<file path="src/rtl/time_keeper_bcd.sv">
`default_nettype none
// ============================================================================
// Module      : time_keeper_bcd
// Description : 24-hour BCD time-of-day keeper. A prescaler divides clk down
//               to a one-second tick that advances HH:MM:SS in BCD. With run
//               low, edge-detected buttons set hours, minutes and clear the
//               seconds.
// Ports       : clk                 system clock, rising edge
//               reset               asynchronous active-high reset
//               run                 1 = counting, 0 = set mode
//               inc_hour            button, rising edge = hour + 1 (mod 24)
//               inc_min             button, rising edge = minute + 1 (mod 60)
//               clr_sec             button, rising edge = seconds := 00
//               hourMSB .. secLSB   registered BCD digits
//               sec_tick            one-cycle pulse when a tick update shows
// Revision    : 1.0 - initial release
// ============================================================================
module time_keeper_bcd #(
    parameter int unsigned TICK_DIV = 100_000_000
) (
    input  logic       clk,
    input  logic       reset,
    input  logic       run,
    input  logic       inc_hour,
    input  logic       inc_min,
    input  logic       clr_sec,
    output logic [3:0] hourMSB,
    output logic [3:0] hourLSB,
    output logic [3:0] minMSB,
    output logic [3:0] minLSB,
    output logic [3:0] secMSB,
    output logic [3:0] secLSB,
    output logic       sec_tick
);

    localparam int unsigned      c_PW   = $clog2(TICK_DIV);
    localparam logic [c_PW-1:0]  c_LAST = c_PW'(TICK_DIV - 1);

    logic [c_PW-1:0] r_presc;
    logic            r_hour_q, r_min_q, r_clr_q;
    logic [3:0]      r_hour_msb, r_hour_lsb, r_min_msb, r_min_lsb;
    logic [3:0]      r_sec_msb, r_sec_lsb;
    logic            r_sec_tick;

    logic            w_tick;
    logic            w_hour_req, w_min_req, w_clr_req;
    logic [3:0]      w_hour_msb, w_hour_lsb, w_min_msb, w_min_lsb;
    logic [3:0]      w_sec_msb, w_sec_lsb;

    // Two-digit BCD increment wrapping 59 -> 00.
    function automatic logic [7:0] f_inc60(input logic [3:0] msb, input logic [3:0] lsb);
        if (lsb == 4'd9)
            return {((msb == 4'd5) ? 4'd0 : msb + 4'd1), 4'd0};
        else
            return {msb, lsb + 4'd1};
    endfunction

    // Two-digit BCD increment wrapping 23 -> 00.
    function automatic logic [7:0] f_inc24(input logic [3:0] msb, input logic [3:0] lsb);
        if (msb == 4'd2 && lsb == 4'd3)
            return 8'h00;
        else if (lsb == 4'd9)
            return {msb + 4'd1, 4'd0};
        else
            return {msb, lsb + 4'd1};
    endfunction

    // run gates the tick, so dropping run on the terminal count suppresses it.
    assign w_tick = run && (r_presc == c_LAST);

    // Requests are formed regardless of run; the update logic discards them
    // while counting so nothing is queued for later.
    assign w_hour_req = inc_hour & ~r_hour_q;
    assign w_min_req  = inc_min  & ~r_min_q;
    assign w_clr_req  = clr_sec  & ~r_clr_q;

    always_comb begin
        w_hour_msb = r_hour_msb;
        w_hour_lsb = r_hour_lsb;
        w_min_msb  = r_min_msb;
        w_min_lsb  = r_min_lsb;
        w_sec_msb  = r_sec_msb;
        w_sec_lsb  = r_sec_lsb;
        if (w_tick) begin
            {w_sec_msb, w_sec_lsb} = f_inc60(r_sec_msb, r_sec_lsb);
            if (r_sec_msb == 4'd5 && r_sec_lsb == 4'd9) begin
                {w_min_msb, w_min_lsb} = f_inc60(r_min_msb, r_min_lsb);
                if (r_min_msb == 4'd5 && r_min_lsb == 4'd9)
                    {w_hour_msb, w_hour_lsb} = f_inc24(r_hour_msb, r_hour_lsb);
            end
        end else if (!run) begin
            // Set mode: each request touches only its own field.
            if (w_hour_req)
                {w_hour_msb, w_hour_lsb} = f_inc24(r_hour_msb, r_hour_lsb);
            if (w_min_req)
                {w_min_msb, w_min_lsb} = f_inc60(r_min_msb, r_min_lsb);
            if (w_clr_req) begin
                w_sec_msb = 4'd0;
                w_sec_lsb = 4'd0;
            end
        end
    end

    always_ff @(posedge clk or posedge reset) begin
        if (reset) begin
            r_presc    <= '0;
            r_hour_q   <= 1'b0;
            r_min_q    <= 1'b0;
            r_clr_q    <= 1'b0;
            r_hour_msb <= 4'd0;
            r_hour_lsb <= 4'd0;
            r_min_msb  <= 4'd0;
            r_min_lsb  <= 4'd0;
            r_sec_msb  <= 4'd0;
            r_sec_lsb  <= 4'd0;
            r_sec_tick <= 1'b0;
        end else begin
            // Held at zero in set mode so the first tick lands TICK_DIV
            // cycles after run rises.
            if (!run || w_tick)
                r_presc <= '0;
            else
                r_presc <= r_presc + 1'b1;
            r_hour_q   <= inc_hour;
            r_min_q    <= inc_min;
            r_clr_q    <= clr_sec;
            r_hour_msb <= w_hour_msb;
            r_hour_lsb <= w_hour_lsb;
            r_min_msb  <= w_min_msb;
            r_min_lsb  <= w_min_lsb;
            r_sec_msb  <= w_sec_msb;
            r_sec_lsb  <= w_sec_lsb;
            r_sec_tick <= w_tick;
        end
    end

    assign hourMSB  = r_hour_msb;
    assign hourLSB  = r_hour_lsb;
    assign minMSB   = r_min_msb;
    assign minLSB   = r_min_lsb;
    assign secMSB   = r_sec_msb;
    assign secLSB   = r_sec_lsb;
    assign sec_tick = r_sec_tick;

endmodule
`default_nettype wire
</file>
<file path="config.mk">
export PLATFORM = sky130hd
export DESIGN_NAME = time_keeper_bcd
export DESIGN_NICKNAME = d
export VERILOG_FILES = /design/src/rtl/time_keeper_bcd.sv
export SDC_FILE = /design/constraint.sdc
export NUM_CORES = 1
export LEC_CHECK = 0
export ABC_AREA = 0
export CAP_MARGIN = 5
export CORE_MARGIN = 5
export CORE_UTILIZATION = 55
export DETAILED_ROUTE_END_ITERATION = 16
export PLACE_DENSITY = 0.82
export SLEW_MARGIN = 20
export SYNTH_ARGS = -nofsm -noshare
export SYNTH_HDL_FRONTEND = slang
export SYNTH_SLANG_ARGS = --single-unit
</file>
<file path="constraint.sdc">
create_clock -name clk -period 2.32 [get_ports clk]
set_input_delay 0.464 -clock clk [delete_from_list [all_inputs] [get_ports clk]]
set_output_delay 0.464 -clock clk [all_outputs]
set_load 0.01 [all_outputs]
</file>
==> results_dict.tcl <==
set metrics [dict create \
    status "complete, no violations" \
    synth_area_leaders "dfrtp_1, xor2_1, nor2_1" \
    grtUsageTotal 0.197 \
    overflow 0 \
    max-slew-margin-rel 0.640 \
    fin_skew_ps 8.60 \
    worstMarginPinSlew_ps 539 \
    synth_edf_count 0 \
    layout-drive-gt1-share 0.118 \
    cts_resized 0 \
    setup_violations 0 \
    yosysSeqAreaShare 0.467 \
    design_area_um2 3620 \
    cp_max_fo 7 \
    via_per_inst 5.69 \
    root_buffer "clkbuf_8" \
    ir_drop_uv 350 \
    synth_top_area_frac 0.467 \
    swShare 0.293 \
    p_leak_nw 1.58 \
    antenna_left 0 \
    end_kind "register" \
    vias 2365 \
    wire_per_inst_um 15.3 \
    start_util 0.573 \
    critical_path_class "reg2reg" \
    syn_avg_cell_area_um2 10.1 \
    dr.pass1.iters 4 \
    grt_pass1_wl_mm 11.2 \
    first_global_vias 2402 \
    hpwl_mm 4.86 \
    cts_buffer_depth 2 \
    fin_ws_ps 192 \
    finalHoldViolCount 0 \
    fin_crit_ps 2130 \
    grt_max_degree 25 \
    clock-sinks 55 \
    cp-start-kind "register" \
    die_x_um 83.2 \
    drtIter0Drc 120 \
    ys_ff_latch 55 \
    nets 360 \
    ys_top_cells_by_count "dfrtp_1, nor2_1, nand3_1, xor2_1, nand4_1" \
    ios 31 \
    p_int_mw 1.77 \
    nFillCells 411 \
    power_frac_comb 0.252 \
    numCtsBuffers 5 \
    power_frac_seq 0.485 \
    ys_warn_count 0 \
    critPathArrivalTime_ps 2340 \
    antenna_found_initial 0 \
    period_share 0.917 \
    cts_tree "yes" \
    die_h_um 83.2 \
    cp.required_ps 2530 \
    place_congestion 0.874 \
    yosysTopAreaCell "dfrtp_1" \
    hp-class "reg2reg" \
    synthToLayoutAreaGrowth_pct 23.1 \
    synth_fp_nets 307 \
    postCtsSetupBuffers 0 \
    cap_violations 0 \
    p_clk_frac 0.263 \
    routed_wl_mm 6.35 \
    cts.htree.levels 2 \
    finalSetupTns_ps 0 \
    place_ws_ps 86.8 \
    r2r_slack_ps 190 \
    synth_cell_types 51 \
    p_per_area_nw_per_um2 692 \
    rows 26 \
    insertion_delay_ps 310 \
    synthArstFlopShare 1.00 \
    port_buffers 30 \
    hold_buffers 0 \
    finalMaxSlewViolations 0 \
    route.detailed.drc 0 \
    clk_pin_slew_ps 100 \
    fmax_mhz 470 \
    die-area_um2 6920 \
    p_switching_mw 0.735 \
    rsz0062_at_grt "no" \
    synth.most_common_cell "dfrtp_1" \
    antenna-diode-count 0 \
    synth-main-ff-cell "dfrtp_1" \
    placed_area_um2 3510 \
    synth.cell_area_um2 2940 \
    synth_cells 292 \
    core-area_um2 5140 \
]
[final cells by class]
| cell class | count | area [um2] | area share |
|---|---|---|---|
| tap | 70 | 87.6 | 0.0242 |
| clock buffer | 6 | 82.6 | 0.0228 |
| multi-input combinational | 218 | 1490 | 0.412 |
| timing repair buffer | 55 | 513 | 0.142 |
| inverter | 10 | 37.5 | 0.0104 |
| sequential | 55 | 1380 | 0.380 |
| clock inverter | 2 | 35.0 | 0.00967 |
[layout by cell type (no fill, tap or decap), types with 3 or more instances in the layout]
cell / n
and2_1: 4
and3_1: 12
and3b_1: 3
and4_1: 5
buf_4: 23
clkbuf_8: 6
clkdlybuf4s50_1: 30
dfrtp_1: 55
ha_1: 9
inv_1: 9
mux2_1: 4
nand2_1: 12
nand2b_1: 4
nand3_1: 18
nand4_1: 16
nor2_1: 37
nor3_1: 4
nor3b_1: 3
nor4bb_1: 3
o211ai_1: 8
o21ai_0: 3
o21ai_1: 5
o31ai_1: 4
xnor2_1: 12
xor2_1: 18
[stage by stage]
step	hold slack, ps	utilization	power, mW	std cells
3_3_place_gp	475	0.682	1.85	408
2_1_floorplan	455	-	1.54	292
5_1_grt	504	0.705	2.66	416
3_5_place_dp	479	0.682	1.87	408
4_1_cts	492	0.705	2.53	416
6_report	491	0.705	2.51	416
[cell families after synthesis]
group	synth area share
adder cells (fa/ha/maj)	0.0382
AO/OA/AOI/OAI	0.0880
flip-flops	0.467
multiplexers	0.0153
buffers and inverters	0.0259
AND/OR/NAND/NOR	0.276
XOR/XNOR	0.0892
[per-layer routing]
layer	global-route usage	vias to the layer above	wire length, um
met3	0.0545	18	318
met1	0.242	1133	2750
met2	0.323	52	3130
met4	0.0877	0	156
met5	0	-	0
li1	-	1162	-
[state kept, by name, indices dropped and copies added (netlist names)]
signal    count
r_presc      27
hourLSB       4
hourMSB       4
minLSB        4
minMSB        4
secLSB        4
secMSB        4
r_clr_q       1
r_hour_q      1
r_min_q       1
sec_tick      1
[final timing paths]
kind / from / endpoint / cells past startpoint
worst max-delay path: r_presc[17] / hourLSB[3] / 6
worst min-delay path: r_presc[0] / r_presc[0] / 1
worst max register to register: r_presc[17] / hourLSB[3] / 6
worst min register to register: r_presc[0] / r_presc[0] / 1
max in group asynchronous: reset / r_presc[4] / 3
min in group asynchronous: reset / hourMSB[1] / 2
[power groups by stage]
stage | combinational, mW | clock [mW] | sequential (mW)
2_1_floorplan | 0.298 | 0 | 1.24
3_3_place_gp | 0.619 | 0 | 1.23
3_5_place_dp | 0.637 | 0 | 1.23
4_1_cts | 0.639 | 0.673 | 1.22
5_1_grt | 0.689 | 0.729 | 1.24
6_report | 0.632 | 0.660 | 1.22
[worst max-delay path, stage by stage (launching register included)]
cell	delay [ps]
dfrtp_1	430
or4b_1	580
nor4_4	200
and4_1	250
buf_4	150
o21bai_1	70
a221o_1	340
(Power assumes the default switching activity.)
